### src/rtl/gen_scheduler.sv
// rtl/gen_scheduler.sv - Game of Life generation scheduler and world-memory arbiter
module gen_scheduler #(
  parameter int CNT_W  = 16,
  parameter int ADDR_W = 6
) (
  input  logic              clk,
  input  logic              rst_n,
  input  logic              run,
  input  logic              step,
  input  logic              clear,
  input  logic [CNT_W-1:0]  gen_limit,
  output logic              auto_en,
  input  logic [ADDR_W-1:0] auto_row,
  input  logic [ADDR_W-1:0] auto_col,
  input  logic              auto_we,
  input  logic              auto_wdata,
  output logic              auto_rdata,
  input  logic              auto_update_done,
  input  logic              host_req,
  input  logic [ADDR_W-1:0] host_row,
  input  logic [ADDR_W-1:0] host_col,
  input  logic              host_we,
  input  logic              host_wdata,
  output logic              host_gnt,
  output logic              host_rdata,
  output logic              host_valid,
  output logic [ADDR_W-1:0] mem_row,
  output logic [ADDR_W-1:0] mem_col,
  output logic              mem_we,
  output logic              mem_wdata,
  input  logic              mem_rdata,
  output logic [CNT_W-1:0]  gen_count,
  output logic              gen_done,
  output logic              limit_hit,
  output logic              busy
);

  typedef enum logic [1:0] {S_IDLE, S_GEN, S_DONE} state_t;

  state_t             r_state;
  logic               r_auto_en;
  logic               r_busy;
  logic               r_gen_done;
  logic               r_limit_hit;
  logic               r_step_pend;
  logic               r_host_rdata;
  logic               r_host_valid;
  logic [CNT_W-1:0]   r_gen_count;

  logic               w_host_gnt;
  logic               w_host_rd;
  logic               w_start;
  logic [CNT_W-1:0]   w_count_inc;

  // Grant is gated by rst_n so the host never sees a grant while reset is held.
  assign w_host_gnt  = rst_n && (r_state == S_IDLE) && host_req;
  assign w_host_rd   = w_host_gnt && !host_we;
  // A clear in the same IDLE cycle lifts the limit block for this start decision.
  assign w_start     = (r_state == S_IDLE) && !host_req && (run || r_step_pend) &&
                       (!r_limit_hit || clear);
  assign w_count_inc = r_gen_count + {{(CNT_W-1){1'b0}}, 1'b1};

  always_ff @(posedge clk or negedge rst_n) begin
    if (!rst_n) begin
      r_state      <= S_IDLE;
      r_auto_en    <= 1'b0;
      r_busy       <= 1'b0;
      r_gen_done   <= 1'b0;
      r_limit_hit  <= 1'b0;
      r_step_pend  <= 1'b0;
      r_host_rdata <= 1'b0;
      r_host_valid <= 1'b0;
      r_gen_count  <= '0;
    end else begin
      r_gen_done   <= 1'b0;
      r_host_valid <= w_host_rd;
      if (w_host_rd) r_host_rdata <= mem_rdata;
      if (step) r_step_pend <= 1'b1;
      case (r_state)
        S_IDLE: begin
          if (clear) begin
            r_gen_count <= '0;
            r_limit_hit <= 1'b0;
          end
          if (w_start) begin
            r_state   <= S_GEN;
            r_auto_en <= 1'b1;
            r_busy    <= 1'b1;
          end
        end
        S_GEN: begin
          if (auto_update_done) begin
            r_state     <= S_DONE;
            r_auto_en   <= 1'b0;
            r_busy      <= 1'b0;
            r_gen_done  <= 1'b1;
            r_step_pend <= 1'b0;
          end
        end
        S_DONE: begin
          r_gen_count <= w_count_inc;
          if ((gen_limit != '0) && (w_count_inc == gen_limit)) r_limit_hit <= 1'b1;
          r_state <= S_IDLE;
        end
        default: r_state <= S_IDLE;
      endcase
    end
  end

  always_comb begin
    mem_row    = '0;
    mem_col    = '0;
    mem_we     = 1'b0;
    mem_wdata  = 1'b0;
    auto_rdata = 1'b0;
    if (r_auto_en) begin
      mem_row    = auto_row;
      mem_col    = auto_col;
      mem_we     = auto_we;
      mem_wdata  = auto_wdata;
      auto_rdata = mem_rdata;
    end else if (w_host_gnt) begin
      mem_row   = host_row;
      mem_col   = host_col;
      mem_we    = host_we;
      mem_wdata = host_wdata;
    end
  end

  assign auto_en    = r_auto_en;
  assign busy       = r_busy;
  assign gen_done   = r_gen_done;
  assign limit_hit  = r_limit_hit;
  assign gen_count  = r_gen_count;
  assign host_gnt   = w_host_gnt;
  assign host_rdata = r_host_rdata;
  assign host_valid = r_host_valid;

endmodule

### config.mk
export PLATFORM = sky130hd
export DESIGN_NAME = gen_scheduler
export DESIGN_NICKNAME = d
export VERILOG_FILES = /design/src/rtl/gen_scheduler.sv
export SDC_FILE = /design/constraint.sdc
export NUM_CORES = 1
export LEC_CHECK = 0
export BUFFER_PORTS_ARGS = -buffer_cell sky130_fd_sc_hd__buf_2
export CORE_ASPECT_RATIO = 2
export CORE_UTILIZATION = 46
export CTS_CLUSTER_DIAMETER = 80
export DETAILED_ROUTE_END_ITERATION = 12
export PLACE_DENSITY_LB_ADDON = 0.2
export SYNTH_ARGS = -nofsm -noshare
export SYNTH_HDL_FRONTEND = slang
export SYNTH_SLANG_ARGS = --single-unit
### constraint.sdc
create_clock -name clk -period 2.3 [get_ports clk]
set_input_delay 0 -clock clk [delete_from_list [all_inputs] [get_ports clk]]
set_output_delay 0 -clock clk [all_outputs]
set_load 0.005 [all_outputs]
==> impl_results.md, run 1 <==
* CTS tree: yes
* Seq/Total Area, Yosys at 0.3326
* RSZ-0062 raised after global routing: no
* Synth unique cells at 47
* Worst R2R Setup Slack at 0.21 ns
* WL final at around 5.4 mm
* Post-cts sizing count at 0
* Initial Util at 0.4900
* Endpoints failing setup at 0
* Clock transition at path regs at 0.08 ns
* Synth Area in Simple Gates at 0.2827
* DR iter-0 viols at 41
* Die area at between 4000 and 5000 um2
* Hold Crit Class: in -> reg
* Slowest CP cell: dfrtp_1
* Ys async rst share at 1.000
* Total gr overflow at 0
* Largest family of logic cells by synthesized area: simple AND/OR/NAND/NOR gates
* Post-layout min period at 2.086 ns
* Crit Reg-Reg Startpoint: gen_count[1]
* Fin Hold WS at 0.1166 ns
* Fin. max-slew vios at 0
* Worst setup SP type: flop
* Mean post-synth cell area at 7.884 um2
* Layout cell share with drive strength beyond 1 at 0.3313
* Ant. Diodes at 0
* Layout Area Growth over Synthesis at 34.72%
* Compound-gate portion of the synthesized area at 0.2225
* Synth warn at 0
* Worst-margin pin slew at between 0.7 and 0.8 ns
* Hold path startpoint: run
* Final period util at 0.9069
* Detail Route Antenna Nets at 0
* Outcome: complete, no violations
* Initial antenna violation count at 0
* Synth Area in XOR/XNOR at 0.1067
* Pwr Total at 1536 uW
* Routed vias at 2053
* Pleak at ~0.0012 uW
* Total GRT Usage at 0.2661
* # Post-CTS Setup Buffers at 0
* Worst path cell trace: ha_1 -> xor2_1 -> a2111oi_2 -> o2111ai_1 -> nor4_1 -> nand3_1 -> o31ai_2
* Cell Count Post-Placement at around 360
* Vias in the first global route at 1864
* CP Capture Point: limit_hit
* Number of synthesized flops with an enable pin at 0
* FF-to-FF End: limit_hit
* Cells after Synth at 229
* Clk network pwr share at 0.194
* Rows at 31
* Clock buffer depth at 2
* Die width at 46.30 um
* # DRC at 0
* Adder-cell share of the synthesized area at 0.006930
* Crit path required time at 2.49 ns
* Max Clock Freq at 479.4 MHz
* Die Ht at 90.60 um
* CTS sink cnt at 24
* Largest net degree at the start of global routing at 33
* Nets at 377
* Net count after synthesis at 282
* Top cells by area, synth: dfrtp_1 33%, xnor2_1 9.2%, nand2_1 9.1%, o21ai_0 4.7%, o21ai_1 4.7%
* Core area at 3685 um2
* Most frequent cell after synthesis: nand2_1
* Slew margin rel. at 0.4871
* Crit path depth at 7
* Clk_lat worst skew at 0.28 ns
* # port buffers at 89
* Final Hold Vio Count at 0
* CTS buffer count at 3
* Comb pwr share at 0.429
* Worst vdd ir at roughly 0.43 mV
* Crit-path leading delay family: compound AO/OA/AOI/OAI gates
* Mapped Area at around 1800 um2
* Psw at 599.9 uW
* Final setup TNS at 0 ns
* Sequential fraction of design power at 0.377
* IO Count at 90
* Switching Fraction at 0.3905
* Area fraction of the dominant cell type after synthesis at 0.3326
* Leading register cell type out of synthesis: dfrtp_1
* Fillcell total at 332
* DRT Pass-1 Iters at 6
* First-pass GRT wire length at ~8.2 mm
* Cells on worst reg2reg path at 7
* Via density at between 5 and 6
* Crit path from: gen_count[1]
* Crit-path max FO at 5
* Post-Layout Cell Count at around 370
* Drt wl/cell at 14.63 um
* MaxCap Viol Count at 0
* PwrDens at 631.6 nW/um2
* Critical path buffers and inverters at 0
* Kind of critical path: reg -> reg
* Crit-path max cell delay at 0.44 ns
* Most frequent cells after synthesis: 44 x nand2_1, 24 x dfrtp_1, 19 x nor2_1, 19 x xnor2_1
* Cell internal pwr at about 940 uW
* Worst setup EP type: flop
* Clock Skew at 0.01108 ns
* Final HPWL DP at 4.062 mm
* Synth area leader: dfrtp_1
* H-tree depth at 1
* CP Data Arrival Time at 2.27 ns
* Final GP Congestion at between 0.8 and 0.9
* Flop and latch count out of synthesis at 24
* Clk root buf: clkbuf_8
* Multiplexer area fraction after synthesis at 0.006237
[worst register-to-register path, cell delays in order, from the launching register on]
cell and delay, ns:
dfrtp_1 0.44, ha_1 0.33, xor2_1 0.19, a2111oi_2 0.30, o2111ai_1 0.16, nor4_1 0.29, nand3_1 0.12, o31ai_2 0.18
[per-layer routing]
layer | wire [um] | share of wire | up-vias | track usage
li1 | - | - | 1001 | -
met1 | 2013 | 0.37 | 940 | 0.2747
met2 | 2953 | 0.54 | 96 | 0.4803
met3 | 314 | 0.058 | 16 | 0.02400
met4 | 163 | 0.030 | 0 | 0.1348
met5 | 0 | 0 | - | 0
[registers in the layout, summed over array words and instances (netlist names)]
signal and count:
busy 1, gen_count 16, gen_done 1, host_rdata 1, host_valid 1, limit_hit 1
r_state 2, r_step_pend 1
[what timing repair did]
action                                  in CTS  in global routing
endpoints found under the setup margin       0                  0
hold buffers                                 7                  0
hold endpoints to repair                    30                  0
[metrics by stage]
step | instance area [um2] | utilization | setup WS, ns
after floorplan | 1805 | - | 0.3322
after global placement | 2307 | 0.6261 | 0.3359
after detailed placement | 2307 | 0.6261 | 0.2946
after CTS | 2432 | 0.6601 | 0.2201
after global routing | 2432 | 0.6601 | 0.02382
final | 2432 | 0.6601 | 0.2141
[cell usage in the layout (no fill, tap or decap), types with 6 or more instances in the layout]
cell | synthesis | layout
dfrtp_1 | 24 | 24
nand2_1 | 44 | 44
inv_1 | 7 | 7
o21ai_1 | 17 | 17
xnor2_1 | 19 | 19
nand3_1 | 6 | 6
o21ai_0 | 17 | 17
buf_2 | 1 | 89
dlygate4sd3_1 | 0 | 7
buf_4 | 1 | 6
nor2_1 | 19 | 19
[kinds of logic (layout without fill, tap and decap cells)]
logic type / count (synthesis) / after routing
fa+ha+maj: 1 / 1
flops: 24 / 24
buf+inv: 19 / 113
compound gates: 63 / 63
simple gates: 99 / 99
mux: 1 / 1
xor+xnor: 22 / 22
[worst min path at each step]
stage                   endpoint  slack (ns)  depth (start not counted)
detailed placement  gen_count[5]        0.05                          2
CTS                         busy        0.09                          3
global route                busy        0.15                          3
global placement    gen_count[5]        0.05                          2
finish                      busy        0.12                          3
floorplan                   busy       -0.30                          0
[power groups by stage]
stage / clock network (uW) / registers, uW / logic [uW]
finish: 298 / 580 / 659
global route: 311 / 594 / 739
CTS: 300 / 581 / 657
detailed placement: 0 / 588 / 627
global placement: 0 / 584 / 622
floorplan: 0 / 543 / 409
[layout make-up]
cell class              instances  area [um2]  area share
multi-input cells             186        1129      0.4640
flip-flops and latches         24       600.6      0.2469
repair buffers                102       560.5      0.2305
well taps                      49       61.31     0.02521
clock buffers                   4       55.05     0.02263
inverters                       7       26.28     0.01080
Power figures use the tool's default switching activity.
==> inputs of run 2 (changes only) <==
--- a/config.mk
+++ b/config.mk
@@ -5,9 +5,10 @@
 export SDC_FILE = /design/constraint.sdc
 export NUM_CORES = 1
 export LEC_CHECK = 0
+export ABC_AREA = 1
 export BUFFER_PORTS_ARGS = -buffer_cell sky130_fd_sc_hd__buf_2
 export CORE_ASPECT_RATIO = 2
-export CORE_UTILIZATION = 46
+export CORE_UTILIZATION = 47
 export CTS_CLUSTER_DIAMETER = 80
 export DETAILED_ROUTE_END_ITERATION = 12
 export PLACE_DENSITY_LB_ADDON = 0.2
==> impl_results.md, run 2 <==
* Die area at 4345 um2 (+3.6%)
* Layout Area Growth over Synthesis at 32.31%
* Worst vdd ir at 0.4416 mV (+3.0%)
* Crit path required time at 2.52 ns (+0.03 ns)
* Worst setup EP type: flop
* Total gr overflow at 0 (unchanged)
* Clock Skew at 0.005552 ns (-0.005527 ns)
* Hold Crit Class: in -> reg
* IO Count at 90 (unchanged)
* Routed vias at 2461 (+20%)
* H-tree depth at 1 (unchanged)
* Synth area leader: dfrtp_1
* Nets at 471 (+25%)
* Layout cell share with drive strength beyond 1 at 0.2470 (-0.08427)
* RSZ-0062 raised after global routing: no
* Slew margin rel. at 0.7278 (+0.2407)
* Final period util at 0.8204 (-0.08651)
* GR peak layer: met2
* Final Hold Vio Count at 0 (unchanged)
* Met2 GRT Util at 0.5938 (+0.1134)
* Total GRT Usage at 0.3179 (+0.05185)
* First-pass GRT wire length at 10.03 mm (+22%)
* Ys async rst share at 1.000 (unchanged)
* PwrDens at 577.3 nW/um2 (-8.6%)
* Final instance area at 2531 um2 (+4.1%)
* Clock transition at path regs at 0.09 ns (about the same)
* # Post-CTS Setup Buffers at 0 (unchanged)
* Worst-margin pin slew at 0.4067 ns (-0.3626 ns)
* GRT met1 Usage at 0.3084 (+0.03365)
* Outcome: complete, no violations
* Met3 Usage GRT at 0.03937 (+0.01537)
* Fin. max-slew vios at 0 (unchanged)
* Top cells by area, synth: dfrtp_1 31%, nand2_1 21%, nand3_1 12%, inv_1 10%, o21ai_0 6.8%
* Pwr Total at 1461 uW (-4.9%)
* Drt wl/cell at 13.16 um (-10%)
* Synth unique cells at 19 (-60%)
* # port buffers at 89 (unchanged)
* Area after DPL at 2426 um2 (+5.2%)
* Worst setup SP type: flop
* DRT Pass-1 Iters at 4 (-2)
* Worst R2R Setup Slack at 0.41 ns (+0.20 ns)
* Mapped Area at 1913 um2 (+6.0%)
* Most frequent cells after synthesis: 108 x nand2_1, 53 x inv_1, 44 x nand3_1
* Leading register cell type out of synthesis: dfrtp_1
* Final setup TNS at 0 ns (unchanged)
* Pleak at 0.001414 uW (+20%)
* Ant. Diodes at 0 (unchanged)
* DR iter-0 viols at 91 (+120%)
* MaxCap Viol Count at 0 (unchanged)
* Endpoints failing setup at 0 (unchanged)
* Die width at 47.12 um (+1.8%)
* Detail Route Antenna Nets at 0 (unchanged)
* Clk_lat worst skew at 0.27 ns (about the same)
* Max reg flops at 16 (unchanged)
* Initial Util at 0.4926 (+0.002607)
* Cells after Synth at 321 (+40%)
* Vias in the first global route at 2407 (+29%)
* CTS sink cnt at 24 (unchanged)
* Area fraction of the dominant cell type after synthesis at 0.3139 (-0.01871)
* Post-layout min period at 1.887 ns (-0.1990 ns)
* Largest net degree at the start of global routing at 25 (-24%)
* Rows at 32 (+3.2%)
* Clock buffer depth at 2 (unchanged)
* Final HPWL DP at 4.921 mm (+21%)
* Most frequent cell after synthesis: nand2_1
* Core area at 3884 um2 (+5.4%)
* Flop and latch count out of synthesis at 24 (unchanged)
* CTS buffer count at 3 (unchanged)
* Die Ht at 92.23 um (+1.8%)
* Final GP Congestion at 1.030 (+17%)
* Synth warn at 0 (unchanged)
* Kind of critical path: reg -> reg
* # DRC at 0 (unchanged)
* Via density at 5.259 (-4.7%)
* Mean post-synth cell area at 5.960 um2 (-24%)
* Max Clock Freq at 530.0 MHz (+11%)
* Most frequent cells in the layout: 108 x nand2_1, 89 x buf_2, 53 x inv_1, 44 x nand3_1, 26 x o21ai_0
* CTS tree: yes
* Crit-path max FO at 6 (+1)
* WL final at 6.158 mm (+13%)
* Initial antenna violation count at 0 (unchanged)
* Net count after synthesis at 374 (+33%)
* Clk root buf: clkbuf_8
* Seq/Total Area, Yosys at 0.3139 (-0.01871)
* Number of synthesized flops with an enable pin at 0 (unchanged)
* Commonest non-fill, non-tap cell in the layout: nand2_1
* CP Data Arrival Time at 2.11 ns (-0.16 ns)
run 2: critical path: stages, from the launching register on:
cell	delay (ns)
dfrtp_1	0.43
inv_1	0.10
nor2_1	0.35
buf_4	0.23
nand3_1	0.07
nand2_1	0.08
nand2_1	0.07
nand2_1	0.06
nand2_1	0.04
nor2_1	0.11
nand3_1	0.09
nor2_1	0.10
nand2_1	0.05
nand2_1	0.05
run 2: logic make-up (layout without fill, tap and decap cells):
| family | after synthesis | in the layout | share of synthesized area |
|---|---|---|---|
| fa+ha+maj | 1 | 1 | 0.006539 |
| buf+inv | 60 | 156 | 0.1216 |
| compound gates | 38 | 38 | 0.1066 |
| simple gates | 196 | 196 | 0.4408 |
| flops | 24 | 24 | 0.3139 |
| xor+xnor | 1 | 1 | 0.004579 |
| mux | 1 | 1 | 0.005886 |
run 2: final timing paths:
path | start | cells after the start | end
min in group asynchronous | rst_n | 3 | gen_count[7]
min reg2reg | r_step_pend | 2 | r_step_pend
max in group asynchronous | rst_n | 3 | gen_count[9]
min | run | 3 | busy
max | gen_count[0] | 13 | limit_hit
max reg2reg | gen_count[0] | 13 | limit_hit
run 2: per-stage QoR:
stage	instances	setup WS (ns)	utilization	hold slack, ns
2_1_floorplan	321	0.7124	-	-0.2956
3_3_place_gp	459	0.4624	0.6247	0.08644
3_5_place_dp	459	0.4250	0.6247	0.08931
4_1_cts	468	0.4251	0.6517	0.01342
5_1_grt	468	0.1649	0.6517	0.03654
6_report	468	0.4131	0.6517	0.01187
run 2: layout make-up:
class	instances	area [um2]
Tap cell	51	63.81
Inverter	53	198.9
Multi-Input combinational cell	237	1080
Sequential cell	24	600.6
Fill cell	396	1353
Timing Repair Buffer	99	533.0
Clock buffer	4	55.05
run 2: layer usage:
metal	up-vias	part of all wire
li1	1222	-
met2	112	0.56
met1	1107	0.34
met3	20	0.053
met5	-	0
met4	0	0.044
run 2: what timing repair did:
| action | 4_1_cts | 5_1_grt |
|---|---|---|
| endpoints found under the hold margin | 29 | 0 |
| hold buffers | 5 | 0 |
| setup endpoints to repair | 0 | 0 |
| resized for setup | 0 | 0 |
run 2: where the power goes:
| part | total [uW] | switching, uW | internal [uW] |
|---|---|---|---|
| logic | 639 | 391 | 248 |
| registers | 521 | 42.6 | 478 |
| clock network | 301 | 148 | 153 |
==> inputs of run 3 (changes only) <==
==> constraint.sdc (replaced) <==
create_clock -name clk -period 1.9 [get_ports clk]
set_input_delay 0 -clock clk [delete_from_list [all_inputs] [get_ports clk]]
set_output_delay 0 -clock clk [all_outputs]
set_load 0.005 [all_outputs]
==> impl_results.md, run 3 (same netlist as run 2, synthesis figures left out) <==
* Final HPWL DP at 4.958 mm (+0.76%)
* Worst Hold Depth at 3 (unchanged)
* Multi-input gate area at 1112 um2 (+3.0%)
* Final period util at 0.9057 (+0.08534)
* Total GRT Usage at 0.3122 (-0.005667)
* Clock Skew at 0.003143 ns (-0.002409 ns)
* Metal2 WL at 3.395 mm (-1.4%)
* Switching Fraction at 0.3971 (-0.001076)
* Worst setup SP type: flop
* # DRC at 0 (unchanged)
* Crit-path max FO at 5 (-1)
* Layout Area Growth over Synthesis at 35.38%
* Most frequent cells in the layout: 107 x nand2_1, 89 x buf_2, 53 x inv_1, 43 x nand3_1, 26 x o21ai_0
* Initial Util at 0.4926 (unchanged)
* Final Hold Vio Count at 0 (unchanged)
* Cell internal pwr at 1069 uW (+22%)
* Max Clock Freq at 581.1 MHz (+9.6%)
* Endpoints failing setup at 0 (unchanged)
* Worst R2R Setup Slack at 0.18 ns (-0.23 ns)
* H-tree depth at 1 (unchanged)
* Fillcell total at 397 (+0.25%)
* FF+latch area at 603.1 um2 (+0.42%)
* Metal3 WL at 367 um (+13%)
* Detail Route Antenna Nets at 0 (unchanged)
* Fin util at 0.6669 (+0.01514)
* Via density at 5.333 (+1.4%)
* Final GP Congestion at 0.9500 (-7.8%)
* Pleak at 0.001428 uW (+1.0%)
* Clk network pwr share at 0.169 (-0.037)
* Vias in the first global route at 2418 (+0.46%)
* Top Metal Used: met4
* Ant. Diodes at 0 (unchanged)
* FF-to-FF End: limit_hit
* Psw at 704.2 uW (+21%)
* Rows at 32 (unchanged)
* Die width at 47.12 um (unchanged)
* IO Count at 90 (unchanged)
* PwrDens at 684.8 nW/um2 (+19%)
* Layout cell share with drive strength beyond 1 at 0.2732 (+0.02616)
* Commonest non-fill, non-tap cell in the layout: nand2_1
* Initial antenna violation count at 0 (unchanged)
* Outcome: complete, no violations
* MaxCap Viol Count at 0 (unchanged)
* DRT Pass-1 Iters at 4 (unchanged)
* WL final at 6.192 mm (+0.55%)
* RSZ-0062 raised after global routing: no
* DRT met1 WL at 2.026 mm (-4.2%)
* Nets at 476 (+1.1%)
* Die Ht at 92.23 um (unchanged)
* Sequential fraction of design power at 0.361 (+0.005)
* Clock transition at path regs at 0.08 ns (about the same)
* Drt wl/cell at 13.12 um (-0.30%)
* Largest net degree at the start of global routing at 25 (unchanged)
* DR iter-0 viols at 48 (-47%)
* Cells on worst reg2reg path at 12 (-1)
* Kind of critical path: reg -> reg
* Worst-margin pin slew at 0.4106 ns (+0.003870 ns)
* Clk_lat worst skew at 0.26 ns (about the same)
* Crit path required time at 2.11 ns (-0.41 ns)
* Slew margin rel. at 0.7260 (-0.001879)
* Max reg flops at 16 (unchanged)
* Core area at 3884 um2 (unchanged)
* Clk root buf: clkbuf_8
* Die area at 4345 um2 (unchanged)
* Post-layout min period at 1.721 ns (-0.1660 ns)
* Clock buffer depth at 2 (unchanged)
* First-pass GRT wire length at 9.894 mm (-1.4%)
* # port buffers at 89 (unchanged)
* CP Data Arrival Time at 1.93 ns (-0.18 ns)
* Worst setup EP type: flop
* CTS sink cnt at 24 (unchanged)
* Hold endpoint: r_state[0]
* Hold path startpoint: run
* Routed vias at 2517 (+2.3%)
* CTS buffer count at 3 (unchanged)
* Fin. max-slew vios at 0 (unchanged)
* Comb pwr share at 0.470 (+0.033)
* Final setup TNS at 0 ns (unchanged)
* Worst vdd ir at 0.6965 mV (+58%)
* CTS tree: yes
* Total gr overflow at 0 (unchanged)
* Hold Crit Class: in -> reg
* Crit Reg-Reg Startpoint: gen_count[1]
## run 3: final cells by class
class                   count  area share
multi-input cells         237      0.4295
flip-flops and latches     24      0.2329
repair buffers            104      0.2203
inverters                  53     0.07681
well taps                  51     0.02464
clock buffers               3     0.01594
## run 3: how the worst max path moves through the flow
| stage | startpoint | endpoint | slack (ns) | depth (start not counted) |
|---|---|---|---|---|
| floorplan | gen_count[0] | limit_hit | 0.31 | 13 |
| finish | gen_count[1] | limit_hit | 0.18 | 12 |
| CTS | gen_count[0] | limit_hit | 0.11 | 13 |
| detailed placement | gen_count[0] | limit_hit | 0.13 | 13 |
| global placement | gen_count[0] | limit_hit | 0.19 | 13 |
| global route | gen_count[7] | limit_hit | 0.006 | 13 |
## run 3: metrics by stage
step | total power (uW) | instance area, um2 | std cells | setup slack, ns | hold slack (ns)
floorplan | 1062 | 1913 | 321 | 0.3124 | -0.2956
global placement | 1408 | 2449 | 462 | 0.1937 | 0.09668
detailed placement | 1423 | 2449 | 462 | 0.1271 | 0.1036
CTS | 1739 | 2540 | 470 | 0.1100 | 0.02338
global route | 1914 | 2590 | 472 | 0.006404 | 0.03219
finish | 1774 | 2590 | 472 | 0.1791 | 0.01748
## run 3: timing repair
item                                    CTS  global route
resized for setup                         0            10
hold endpoints to repair                 28             0
hold buffers                              5             0
buffers inserted                          0             2
endpoints found under the setup margin    0             1
## run 3: power groups by stage
stage / Combinational (uW) / Clock (uW) / Sequential, uW
6_report: 833 / 299 / 641
5_1_grt: 932 / 333 / 649
4_1_cts: 794 / 315 / 630
3_5_place_dp: 784 / 0 / 639
3_3_place_gp: 771 / 0 / 637
2_1_floorplan: 423 / 0 / 639
## run 3: metal layers
metal  vias to the layer above  global-route usage
li1                       1238                   -
met1                      1125              0.3020
met2                       121              0.5637
met3                        33             0.03937
met4                         0              0.1929
met5                         -                   0
## run 3: critical path, stage by stage, from the launching register on
cell and delay, ns:
dfrtp_2 0.43, ha_4 0.17, nand3_2 0.09, nor2_1 0.15, buf_4 0.16, nand4_1 0.10
nand3_1 0.11, nand2_1 0.07, nor2_1 0.12, nand3_1 0.07, nor2_1 0.10, nand2_1 0.05
nand2_1 0.05
